--- config.mk ---
export PLATFORM = sky130hd
export DESIGN_NAME = check_uart_reporter_flat
export DESIGN_NICKNAME = d
export VERILOG_FILES = /design/src/rtl/check_uart_reporter_if.sv /design/src/rtl/check_uart_reporter.sv /design/src/flat_wrapper.sv
export SDC_FILE = /design/constraint.sdc
export NUM_CORES = 1
export LEC_CHECK = 0
export BUFFER_PORTS_ARGS = -buffer_cell sky130_fd_sc_hd__buf_2
export CELL_PAD_IN_SITES_DETAIL_PLACEMENT = 1
export CELL_PAD_IN_SITES_GLOBAL_PLACEMENT = 1
export CORE_MARGIN = 4
export CORE_UTILIZATION = 38
export DETAILED_ROUTE_END_ITERATION = 6
export GPL_ROUTABILITY_DRIVEN = 0
export PLACE_DENSITY_LB_ADDON = 0.1
export SYNTH_ARGS = -nofsm -noshare
export SYNTH_HDL_FRONTEND = slang
export SYNTH_SLANG_ARGS = --single-unit
--- constraint.sdc ---
create_clock -name clk -period 3.2 [get_ports clk]
set_clock_uncertainty 0.2 [all_clocks]
set_input_delay 0.64 -clock clk [delete_from_list [all_inputs] [get_ports clk]]
set_output_delay 0.64 -clock clk [all_outputs]
set_load 0.005 [all_outputs]
--- src/rtl/check_uart_reporter_if.sv ---
// Check-request / report signal bundle for check_uart_reporter.
// master: self-test logic (or bench) side; slave: the reporter itself.
interface check_uart_reporter_if #(
  parameter int CNT_W = 16
);
  logic             chk_valid;
  logic             chk_ready;
  logic [31:0]      chk_expected;
  logic [31:0]      chk_actual;
  logic             sum_req;
  logic [CNT_W-1:0] pass_count;
  logic [CNT_W-1:0] fail_count;
  logic             busy;
  logic             uart_tx;

  modport master (
    output chk_valid, chk_expected, chk_actual, sum_req,
    input  chk_ready, pass_count, fail_count, busy, uart_tx
  );

  modport slave (
    input  chk_valid, chk_expected, chk_actual, sum_req,
    output chk_ready, pass_count, fail_count, busy, uart_tx
  );
endinterface

--- src/rtl/check_uart_reporter.sv ---
// Compares expected/actual word pairs, keeps saturating pass/fail counters and
// reports each verdict ('P'/'F') plus on-demand summary frames over an 8N1 UART.
//
// seq state | meaning
// SEQ_IDLE  | ready for a check, or about to start a pending summary
// SEQ_BYTE  | verdict byte in flight
// SEQ_SUM   | summary frame in flight, sum_k_q selects the byte (0..4)
//
// tx state  | meaning
// TX_IDLE   | line idle high
// TX_START  | start bit (low) for WAIT cycles
// TX_DATA   | data bits LSB first, bit_q counts down 7..0
// TX_STOP   | stop bit (high); terminal count ends the byte
module check_uart_reporter #(
  parameter int WAIT  = 8,
  parameter int CNT_W = 16
) (
  input  logic                 clk,
  input  logic                 rst,
  check_uart_reporter_if.slave bus
);
  localparam int BW = $clog2(WAIT);
  localparam logic [BW-1:0] BAUD_TC = BW'(WAIT - 1);

  typedef enum logic [1:0] {SEQ_IDLE, SEQ_BYTE, SEQ_SUM} seq_e;
  typedef enum logic [1:0] {TX_IDLE, TX_START, TX_DATA, TX_STOP} tx_e;

  seq_e             seq_q, seq_d;
  logic [2:0]       sum_k_q, sum_k_d;
  logic             pend_q, pend_d;
  logic [CNT_W-1:0] snap_pass_q, snap_pass_d;
  logic [CNT_W-1:0] snap_fail_q, snap_fail_d;
  logic             vrd_vld_q, vrd_vld_d;
  logic             vrd_fail_q, vrd_fail_d;
  logic [CNT_W-1:0] pass_cnt_q, pass_cnt_d;
  logic [CNT_W-1:0] fail_cnt_q, fail_cnt_d;

  tx_e              tx_q, tx_d;
  logic [BW-1:0]    baud_q, baud_d;
  logic [2:0]       bit_q, bit_d;
  logic [7:0]       shift_q, shift_d;

  logic             chk_fire;
  logic             pend_now;
  logic             tx_done;
  logic             start_sum;
  logic             tx_load;
  logic [7:0]       tx_byte;

  function automatic logic [7:0] sum_byte(input logic [2:0] k,
                                          input logic [CNT_W-1:0] sp,
                                          input logic [CNT_W-1:0] sf);
    case (k)
      3'd1:    return sp[15:8];
      3'd2:    return sp[7:0];
      3'd3:    return sf[15:8];
      3'd4:    return sf[7:0];
      default: return 8'h53;
    endcase
  endfunction

  assign bus.chk_ready  = ~rst && (seq_q == SEQ_IDLE) && ~pend_q;
  assign bus.busy       = (seq_q != SEQ_IDLE) || pend_q;
  assign bus.pass_count = pass_cnt_q;
  assign bus.fail_count = fail_cnt_q;
  assign bus.uart_tx    = (tx_q == TX_START) ? 1'b0 :
                          (tx_q == TX_DATA)  ? shift_q[0] : 1'b1;

  assign chk_fire = bus.chk_valid && bus.chk_ready;
  assign pend_now = pend_q || bus.sum_req;
  assign tx_done  = (tx_q == TX_STOP) && (baud_q == '0);

  always_comb begin
    seq_d       = seq_q;
    sum_k_d     = sum_k_q;
    pend_d      = pend_now;
    snap_pass_d = snap_pass_q;
    snap_fail_d = snap_fail_q;
    vrd_vld_d   = 1'b0;
    vrd_fail_d  = vrd_fail_q;
    start_sum   = 1'b0;
    tx_load     = 1'b0;
    tx_byte     = 8'h00;

    case (seq_q)
      SEQ_IDLE: begin
        if (chk_fire) begin
          vrd_vld_d  = 1'b1;
          vrd_fail_d = (bus.chk_expected != bus.chk_actual);
          tx_load    = 1'b1;
          tx_byte    = vrd_fail_d ? 8'h46 : 8'h50;
          seq_d      = SEQ_BYTE;
        end else if (pend_q) begin
          start_sum = 1'b1;
        end
      end
      SEQ_BYTE: begin
        if (tx_done) begin
          if (pend_now) start_sum = 1'b1;
          else          seq_d     = SEQ_IDLE;
        end
      end
      SEQ_SUM: begin
        if (tx_done) begin
          if (sum_k_q == 3'd4) begin
            seq_d = SEQ_IDLE;
          end else begin
            sum_k_d = sum_k_q + 3'd1;
            tx_load = 1'b1;
            tx_byte = sum_byte(sum_k_d, snap_pass_q, snap_fail_q);
          end
        end
      end
      default: seq_d = SEQ_IDLE;
    endcase

    // A request landing on the frame-start edge merges into this frame.
    if (start_sum) begin
      seq_d       = SEQ_SUM;
      sum_k_d     = 3'd0;
      pend_d      = 1'b0;
      snap_pass_d = pass_cnt_q;
      snap_fail_d = fail_cnt_q;
      tx_load     = 1'b1;
      tx_byte     = 8'h53;
    end
  end

  always_comb begin
    pass_cnt_d = pass_cnt_q;
    fail_cnt_d = fail_cnt_q;
    if (vrd_vld_q) begin
      if (!vrd_fail_q && (pass_cnt_q != '1)) pass_cnt_d = pass_cnt_q + 1'b1;
      if ( vrd_fail_q && (fail_cnt_q != '1)) fail_cnt_d = fail_cnt_q + 1'b1;
    end
  end

  always_comb begin
    tx_d    = tx_q;
    baud_d  = baud_q;
    bit_d   = bit_q;
    shift_d = shift_q;

    case (tx_q)
      TX_IDLE: begin
        if (tx_load) begin
          tx_d    = TX_START;
          baud_d  = BAUD_TC;
          shift_d = tx_byte;
        end
      end
      TX_START: begin
        if (baud_q == '0) begin
          tx_d   = TX_DATA;
          baud_d = BAUD_TC;
          bit_d  = 3'd7;
        end else begin
          baud_d = baud_q - 1'b1;
        end
      end
      TX_DATA: begin
        if (baud_q == '0) begin
          baud_d  = BAUD_TC;
          shift_d = shift_q >> 1;
          if (bit_q == 3'd0) tx_d  = TX_STOP;
          else               bit_d = bit_q - 3'd1;
        end else begin
          baud_d = baud_q - 1'b1;
        end
      end
      TX_STOP: begin
        if (baud_q == '0) begin
          // Chain straight into the next byte so summary bytes have no gap.
          if (tx_load) begin
            tx_d    = TX_START;
            baud_d  = BAUD_TC;
            shift_d = tx_byte;
          end else begin
            tx_d = TX_IDLE;
          end
        end else begin
          baud_d = baud_q - 1'b1;
        end
      end
      default: tx_d = TX_IDLE;
    endcase
  end

  always_ff @(posedge clk or posedge rst) begin
    if (rst) begin
      seq_q       <= SEQ_IDLE;
      sum_k_q     <= 3'd0;
      pend_q      <= 1'b0;
      snap_pass_q <= '0;
      snap_fail_q <= '0;
      vrd_vld_q   <= 1'b0;
      vrd_fail_q  <= 1'b0;
      pass_cnt_q  <= '0;
      fail_cnt_q  <= '0;
      tx_q        <= TX_IDLE;
      baud_q      <= '0;
      bit_q       <= 3'd0;
      shift_q     <= 8'h00;
    end else begin
      seq_q       <= seq_d;
      sum_k_q     <= sum_k_d;
      pend_q      <= pend_d;
      snap_pass_q <= snap_pass_d;
      snap_fail_q <= snap_fail_d;
      vrd_vld_q   <= vrd_vld_d;
      vrd_fail_q  <= vrd_fail_d;
      pass_cnt_q  <= pass_cnt_d;
      fail_cnt_q  <= fail_cnt_d;
      tx_q        <= tx_d;
      baud_q      <= baud_d;
      bit_q       <= bit_d;
      shift_q     <= shift_d;
    end
  end
endmodule
--- src/flat_wrapper.sv ---
// flat-port wrapper written by rule: the top's interface ports become plain ports
module check_uart_reporter_flat 
#(
  parameter int WAIT  = 8,
  parameter int CNT_W = 16
)
  (clk, rst, bus_chk_valid, bus_chk_expected, bus_chk_actual, bus_sum_req, bus_chk_ready, bus_pass_count, bus_fail_count, bus_busy, bus_uart_tx);
  check_uart_reporter_if #(.CNT_W(CNT_W)) bus_i ();
  input  logic clk;
  input  logic rst;
  input wire logic [$bits(bus_i.chk_valid)-1:0] bus_chk_valid;
  input wire logic [$bits(bus_i.chk_expected)-1:0] bus_chk_expected;
  input wire logic [$bits(bus_i.chk_actual)-1:0] bus_chk_actual;
  input wire logic [$bits(bus_i.sum_req)-1:0] bus_sum_req;
  output wire logic [$bits(bus_i.chk_ready)-1:0] bus_chk_ready;
  output wire logic [$bits(bus_i.pass_count)-1:0] bus_pass_count;
  output wire logic [$bits(bus_i.fail_count)-1:0] bus_fail_count;
  output wire logic [$bits(bus_i.busy)-1:0] bus_busy;
  output wire logic [$bits(bus_i.uart_tx)-1:0] bus_uart_tx;
  assign bus_i.chk_valid = bus_chk_valid;
  assign bus_i.chk_expected = bus_chk_expected;
  assign bus_i.chk_actual = bus_chk_actual;
  assign bus_i.sum_req = bus_sum_req;
  assign bus_chk_ready = bus_i.chk_ready;
  assign bus_pass_count = bus_i.pass_count;
  assign bus_fail_count = bus_i.fail_count;
  assign bus_busy = bus_i.busy;
  assign bus_uart_tx = bus_i.uart_tx;
  check_uart_reporter #(.WAIT(WAIT), .CNT_W(CNT_W)) u_core (.clk(clk), .rst(rst), .bus(bus_i));
endmodule
==> results of run 1 <==
-- layout by cell type, fill, tap and decap left out, drive strengths merged, types with 2 or more instances in the layout --
master | Yosys | final
xnor2 | 20 | 20
o31ai | 4 | 4
and2 | 3 | 3
nand3 | 16 | 16
nand3b | 2 | 2
nand2 | 31 | 31
o21ai | 23 | 23
inv | 19 | 19
mux2 | 35 | 35
and4 | 3 | 3
nand4 | 10 | 10
nor2 | 34 | 34
a211oi | 2 | 2
nor2b | 3 | 3
nor4 | 10 | 10
a222oi | 9 | 9
ha | 15 | 15
o211ai | 2 | 2
a21oi | 17 | 17
or3 | 2 | 2
dfrtp | 88 | 88
nor3 | 3 | 3
xor2 | 44 | 44
clkbuf | 5 | 12
buf | 10 | 107
nand2b | 4 | 4
clkinv | 0 | 2
a2111oi | 2 | 2
and3 | 9 | 9
clkinvlp | 0 | 2
a22oi | 2 | 2
-- cell families (layout without fill, tap and decap cells) --
kind of cell | after synthesis | after routing | synth area share
simple gates | 132 | 132 | 0.143
flops | 88 | 88 | 0.472
compound gates | 71 | 71 | 0.105
xor+xnor | 64 | 64 | 0.120
mux | 36 | 36 | 0.0867
buf+inv | 34 | 142 | 0.0325
fa+ha+maj | 15 | 15 | 0.0403
-- power groups by stage --
stage	clock network, mW	registers, mW	logic [mW]
after global placement	0	1.41	1.21
after detailed placement	0	1.41	1.25
after global routing	1.06	1.42	1.42
after floorplan	0	1.37	0.928
after CTS	1.02	1.40	1.25
final	0.994	1.39	1.23
-- worst max path at each step --
stage / start / slack (ps) / endpoint / cells after the start
detailed placement: bus_sum_req / 460 / u_core.shift_q[2] / 7
floorplan: rst / 80 / u_core.baud_q[0] / 1
global placement: bus_sum_req / 510 / u_core.shift_q[2] / 7
finish: u_core.tx_q[0] / 500 / u_core.shift_q[2] / 7
CTS: u_core.tx_q[0] / 500 / u_core.shift_q[2] / 7
global route: u_core.tx_q[0] / 330 / u_core.shift_q[1] / 8
-- final cells by class --
class	count	share of cell area
clock buffer	12	0.0439
clock inverter	4	0.00512
timing repair buffer	107	0.0998
sequential	88	0.392
inverter	19	0.0129
multi-input combinational	318	0.413
tap	147	0.0328
-- per-layer routing --
metal / vias up / wire (um)
li1: 1770 / -
met1: 1838 / 5150
met2: 87 / 5980
met3: 21 / 485
met4: 0 / 278
met5: - / 0
-- cells in the mapped netlist, drive strengths merged, types with 4 or more instances --
master,number,share of area
dfrtp,88,0.47
xor2,44,0.083
mux2,35,0.085
nor2,34,0.027
nand2,31,0.025
o21ai,23,0.025
xnor2,20,0.038
inv,19,0.015
a21oi,17,0.019
nand3,16,0.017
ha,15,0.040
buf,10,0.013
nand4,10,0.016
nor4,10,0.013
a222oi,9,0.019
and3,9,0.012
clkbuf,5,0.0040
nand2b,4,0.0054
o31ai,4,0.0094
-- sequential cells by signal, indices dropped and copies added, names as in the netlist, 2 cells and up --
signal and count:
u_core.baud_q 3, u_core.bus.fail_count 16, u_core.bit_q 3, u_core.seq_q 2, u_core.sum_k_q 3, u_core.shift_q 8
u_core.tx_q 2, u_core.snap_pass_q 16, u_core.bus.pass_count 16, u_core.snap_fail_q 16
-- per-stage QoR --
step | cell area (um^2) | setup slack [ps]
CTS | 5620 | 496
floorplan | 4660 | 81.4
global placement | 5340 | 513
finish | 5620 | 501
detailed placement | 5340 | 465
global route | 5620 | 333
-- critical path: cells and delay by family, from the launching register on --
family	cells	cell delay, ps
AO/OA/AOI/OAI	3	680
AND/OR/NAND/NOR	2	580
flip-flops	1	420
multiplexers	1	370
adder cells (fa/ha/maj)	1	320
==> qor.yml, run 1 <==
cts_buffer_depth: 2
min_path_type: "in2async"
antenna_found_initial: 0
initial_core_util: 0.388
netlist_instances: 440
ctsResizeCount: 0
ys_seq_area_frac: 0.472
drcViolationCount: 0
dp_hpwl_um: 9140
synth_fp_nets: 523
regArea_mm2: 0.00220
setup_violations: 0
drive_gt1_frac: 0.297
io_pins: 103
die_h_um: 119
worstPathRequired_ps: 3230
synth_ff_type: "dfrtp_1"
power_leakage_nw: 2.80
hold_slack_ps: 166
cts_hold_buf: 0
clk_pin_slew_worst_paths_ps: 70
worst_skew_pair.late_latency_ps: 350
cap_violations: 0
use_met1: 0.213
pwr-share-seq: 0.384
setup_tns_ps: 0
antenna_left: 0
post_cts_buffers: 0
power.switching_mw: 1.30
tightest_slew_ps: 612
nets: 626
wl_per_cell_um: 17.1
path_max_fanout: 15
synth_cell_types: 49
cp-end-kind: "register"
utilization: 0.468
grt_pass1_wl_um: 20100
drt_iter0_markers: 142
reg2reg_depth: 7
num_rows: 40
hold_viol_final: 0
die_x_um: 119
htreeDepth: 3
dr.pass1.iters: 5
crit_path_start_kind: "register"
die_area_mm2: 0.0141
crit_path_cell_trace: "ha_1 -> nand3b_1 -> a211oi_4 -> or2_2 -> o31ai_4 -> mux2_1 -> o31a_1"
grt_pass1_vias: 4060
cp_slowest_stage_delay_ps: 490
vias: 3716
tritoncts: "yes"
clockPowerShare: 0.275
p_total_mw: 3.62
grt_use_total: 0.176
critPathSlowestCell: "o31ai_4"
rsz0062_at_grt: "false"
r2r-end: "u_core.shift_q[2]"
switching_share: 0.360
grt_max_degree: 41
ys_ff_latch: 88
multi_input_area_mm2: 0.00232
rr_startpoint: "u_core.tx_q[0]"
ys_async_sr_fraction: 1.00
slew_violations: 0
port_buffers: 102
drt_wl_total_um: 11900
syn_area_mm2: 0.00466
stdcell_count: 695
cts_sinks: 88
power_density_mw_per_mm2: 644
worstPathArrival_ps: 2730
p_comb_frac: 0.341
area_growth_pct: 20.5
diodes: 0
cts_buffers: 9
num-fill-cells: 1393
period_share: 0.844
p_int_mw: 2.32
globalRouteMet3Util: 0.0321
dp.cells: 679
synth_edf_count: 0
cts-root-buf: "clkbuf_16"
min_period_ps: 2700
avgSynthCellArea_um2: 10.6
max_freq_mhz: 370
coreArea_mm2: 0.0120
worst_ir_drop_vdd_mv: 0.232
grt.busiest_layer: "met2"
relSlewSlack: 0.592
viasPerCell: 5.35
worstSetupPathType: "reg2reg"
r2r_slack_ps: 500
yosysWarnings: 0
status: "complete, no violations"
grt_use_met2: 0.308
grt_overflow: 0
Note: power is estimated with default switching activity, not from simulation.
==> run 2, diff against run 1 <==
--- a/config.mk
+++ b/config.mk
@@ -9,7 +9,7 @@
 export CELL_PAD_IN_SITES_DETAIL_PLACEMENT = 1
 export CELL_PAD_IN_SITES_GLOBAL_PLACEMENT = 1
 export CORE_MARGIN = 4
-export CORE_UTILIZATION = 38
+export CORE_UTILIZATION = 42
 export DETAILED_ROUTE_END_ITERATION = 6
 export GPL_ROUTABILITY_DRIVEN = 0
 export PLACE_DENSITY_LB_ADDON = 0.1
==> constraint.sdc (replaced) <==
create_clock -name clk -period 2.7 [get_ports clk]
set_clock_uncertainty 0.2 [all_clocks]
set_input_delay 0.54 -clock clk [delete_from_list [all_inputs] [get_ports clk]]
set_output_delay 0.54 -clock clk [all_outputs]
set_load 0.005 [all_outputs]
==> run 2 against run 1 <==
Against the previous run: first-iteration DRC count up 16%; global-route usage grew 1.8 points; wire length grew 1.7%; utilization grew 4.9 points; clock power grew 5%; clock-buffer cell count unchanged; sequential power increased by 19%; flip-flop and latch count stayed put.
==> qor.yml, run 2 (synthesized netlist as in run 1, its figures left out) <==
status: "complete, no violations"
nets: 629
viasPerCell: 5.28
initial_core_util: 0.430
slew_violations: 0
area_growth_pct: 20.2
cts_buffers: 9
io_pins: 103
r2r_slack_ps: 170
min_path_type: "in2async"
cap_violations: 0
cts_sinks: 88
worst_skew_pair.late_latency_ps: 360
grt_pass1_wl_um: 20000
path_max_fanout: 37
dp.cells: 672
vias: 3649
grt_pass1_vias: 3910
worstPathArrival_ps: 2580
die_h_um: 113
setup_violations: 0
die_x_um: 113
drcViolationCount: 0
hold_viol_final: 0
p_total_mw: 4.25
worstPathRequired_ps: 2750
r2r-end: "u_core.shift_q[1]"
relSlewSlack: 0.646
power_leakage_nw: 2.79
dpl_cell_area_mm2: 0.00533
diodes: 0
stdcell_count: 691
power_density_mw_per_mm2: 759
antenna_found_initial: 0
die_area_mm2: 0.0128
drt_wl_total_um: 12100
coreArea_mm2: 0.0108
htreeDepth: 3
wl_per_cell_um: 17.5
min_period_ps: 2530
drt_iter0_markers: 165
cts_buffer_depth: 2
reg2reg_depth: 9
rr_startpoint: "u_core.baud_q[0]"
period_share: 0.936
dp_hpwl_um: 9010
post-route-cell-area_mm2: 0.00560
tritoncts: "yes"
worstSetupPathType: "reg2reg"
grt_max_degree: 89
port_buffers: 102
cts_hold_buf: 0
layout_common_cells: "102 x buf_2, 88 x dfrtp_1, 44 x xor2_1"
max_freq_mhz: 396
dr.pass1.iters: 5
rsz0062_at_grt: "true"
antenna_left: 0
worst_ir_drop_vdd_mv: 0.297
clk_pin_slew_worst_paths_ps: 90
cts-root-buf: "clkbuf_8"
tightest_slew_ps: 529
drive_gt1_frac: 0.307
grt_overflow: 0
cp-end-kind: "register"
layout_commonest_cell: "buf_2"
grt_use_total: 0.194
crit_path_start_kind: "register"
num_rows: 38
## run 2: changes by cell type in the layout (fill, tap and decap cells not counted), sizes merged
cell / delta
buf: +3
bufinv: +2
clkinv: -1
inv: -1
## run 2: worst max path at each step
stage                                start                end  slack (ps)  cells past startpoint
after detailed placement  u_core.baud_q[0]  u_core.shift_q[1]          50                      9
after global placement         bus_sum_req  u_core.shift_q[2]         130                      7
final                     u_core.baud_q[0]  u_core.shift_q[1]         170                      9
after global routing      u_core.baud_q[0]  u_core.shift_q[1]         -80                      8
after floorplan             u_core.tx_q[0]  u_core.shift_q[2]         500                      7
after CTS                 u_core.baud_q[0]  u_core.shift_q[1]          30                      9
## run 2: where the power goes
part | leakage (nW) | switching [mW] | internal (mW)
registers | 1.19 | 0.155 | 1.50
logic | 1.49 | 0.903 | 0.652
clock network | 0.113 | 0.469 | 0.574
total | 2.79 | 1.53 | 2.72
## run 2: worst max-delay path, cell delays in order, from the launching register on
cell,delay [ps]
dfrtp_1,400
inv_1,100
ha_1,250
nand3b_1,200
a211oi_4,330
buf_8,300
nor2_1,100
a21oi_1,160
a2111oi_1,80
a222oi_1,310
## run 2: per-stage QoR
stage / TNS, ps / worst slack (ps) / utilization / hold slack (ps)
after floorplan: 0 / 500 / - / 250
after detailed placement: 0 / 45.5 / 0.492 / 271
after CTS: 0 / 27.8 / 0.513 / 139
after global routing: -76.0 / -76.0 / 0.517 / 131
final: 0 / 172 / 0.517 / 107
after global placement: 0 / 130 / 0.492 / 264
## run 2: cell type report
type                    instances  area [um^2]
inverters                      19         75.1
multi-input cells             318         2330
flip-flops and latches         88         2200
clock buffers                  12          155
well taps                     140          175
repair buffers                110          591
fillers                      1231         5240
clock inverters                 4         76.3
## run 2: repair_timing
item	CTS	global route
setup endpoints to repair	0	2
resized for setup	0	6
setup buffers	0	3
## run 2: routing by layer
metal  vias up  part of all wire  global-route usage
li1       1760                 -                   -
met1      1807              0.43               0.242
met2        70              0.52               0.344
met3        12             0.041              0.0353
met4         0             0.011              0.0545
met5         -                 0                   0
==> run 3, diff against run 2 <==
--- a/config.mk
+++ b/config.mk
@@ -6,9 +6,10 @@
 export NUM_CORES = 1
 export LEC_CHECK = 0
 export BUFFER_PORTS_ARGS = -buffer_cell sky130_fd_sc_hd__buf_2
+export CAP_MARGIN = 25
 export CELL_PAD_IN_SITES_DETAIL_PLACEMENT = 1
 export CELL_PAD_IN_SITES_GLOBAL_PLACEMENT = 1
-export CORE_MARGIN = 4
+export CORE_MARGIN = 2
 export CORE_UTILIZATION = 42
 export DETAILED_ROUTE_END_ITERATION = 6
 export GPL_ROUTABILITY_DRIVEN = 0
==> run 3 against run 2 <==
Against the previous run: fmax up 2.4%; wire length down 1.9%; clock-buffer cell count down 1; highest routed layer unchanged.
==> qor.yml, run 3 (synthesized netlist as in run 1, its figures left out) <==
initial_core_util: 0.430
diodes: 0
antenna_left: 0
clk_pin_slew_worst_paths_ps: 100
worst_ir_drop_vdd_mv: 0.436
worst_skew_pair.late_latency_ps: 360
grt_pass1_vias: 3940
post-route-cell-area_mm2: 0.00558
grt_pass1_wl_um: 19400
post_cts_buffers: 0
relSlewSlack: 0.619
utilization: 0.515
num-fill-cells: 1274
p_total_mw: 4.13
rsz0062_at_grt: "false"
cts_buffer_depth: 2
drt_iter0_markers: 155
min_path_type: "in2async"
cap_violations: 0
drcViolationCount: 0
vias: 3739
setup_violations: 0
max_freq_mhz: 405
drive_gt1_frac: 0.310
dp_hpwl_um: 9140
cp-end-kind: "register"
wl_per_cell_um: 17.2
power_leakage_nw: 2.78
die_area_mm2: 0.0120
grt_overflow: 0
viasPerCell: 5.40
port_buffers: 102
tightest_slew_ps: 571
crit_path_cell_trace: "ha_1 -> nand3b_1 -> a211oi_4 -> or2_2 -> o31ai_4 -> mux2_1 -> o31a_1"
cp_num_buf_inv: 0
cp_slowest_stage_delay_ps: 430
hold_slack_ps: 42.1
dpl_cell_area_mm2: 0.00536
worstPathRequired_ps: 2750
htreeDepth: 3
hold_viol_final: 0
antenna_found_initial: 0
power_density_mw_per_mm2: 740
nets: 630
crit_family: "simple AND/OR/NAND/NOR gates"
die_h_um: 109
slew_violations: 0
dr.pass1.iters: 5
layout_commonest_cell: "buf_2"
critPathSlowestCell: "dfrtp_1"
cts-root-buf: "clkbuf_8"
regArea_mm2: 0.00220
cts_sinks: 88
status: "complete, no violations"
die_x_um: 109
drt_wl_total_um: 11900
multi_input_area_mm2: 0.00233
path_max_fanout: 8
min_period_ps: 2470
coreArea_mm2: 0.0108
grt_use_total: 0.211
period_share: 0.915
tritoncts: "yes"
setup_tns_ps: 0
io_pins: 103
grt_max_degree: 33
worstSetupPathType: "reg2reg"
crit_path_start_kind: "register"
cts_buffers: 9
layout_common_cells: "102 x buf_2, 88 x dfrtp_1, 44 x xor2_1"
worstPathArrival_ps: 2520
area_growth_pct: 19.8
num_rows: 38
[run 3: repair_timing]
item	in CTS	in global routing
gates resized for setup	0	3
hold buffers	0	0
endpoints found under the setup margin	0	1
[run 3: power by group]
part	internal [mW]	total (mW)	switching [mW]
Combinational	0.616	1.50	0.880
Clock	0.483	0.979	0.496
Sequential	1.50	1.66	0.161
Total	2.60	4.13	1.54
[run 3: per-layer routing]
metal	track usage	up-vias	routed length [um]
met2	0.380	80	6110
li1	-	1767	-
met5	0	-	0
met3	0.0362	13	523
met1	0.252	1879	5060
met4	0.0750	0	181
[run 3: metrics by stage]
stage               worst slack, ps  instances
finish                          230        692
global route                   32.3        692
CTS                             178        692
detailed placement              202        676
global placement                332        676
floorplan                       500        440
[run 3: worst register-to-register path: cells and delay by family (launching register included)]
kind / cells / cell delay, ps
and+or+nand+nor: 2 / 570
muxes: 1 / 360
adders and majority gates: 1 / 320
DFF: 1 / 430
AOI/OAI and AO/OA: 3 / 480
[run 3: cell type report]
type	instances	share of cell area
Inverter	19	0.0134
Clock buffer	11	0.0271
Timing Repair Buffer	111	0.106
Clock inverter	5	0.0112
Sequential cell	88	0.394
Tap cell	140	0.0314
Multi-Input combinational cell	318	0.417
[run 3: final timing paths]
| path | start | end | slack [ps] | depth (start not counted) |
|---|---|---|---|---|
| max reg2reg | u_core.tx_q[0] | u_core.shift_q[2] | 230 | 7 |
| min | rst | u_core.snap_pass_q[13] | 40 | 2 |
| min reg2reg | u_core.shift_q[5] | u_core.shift_q[5] | 300 | 2 |
| max in group asynchronous | rst | u_core.bus.pass_count[13] | 1690 | 3 |
| max | u_core.tx_q[0] | u_core.shift_q[2] | 230 | 7 |
| min in group clk | bus_sum_req | u_core.pend_q | 250 | 3 |
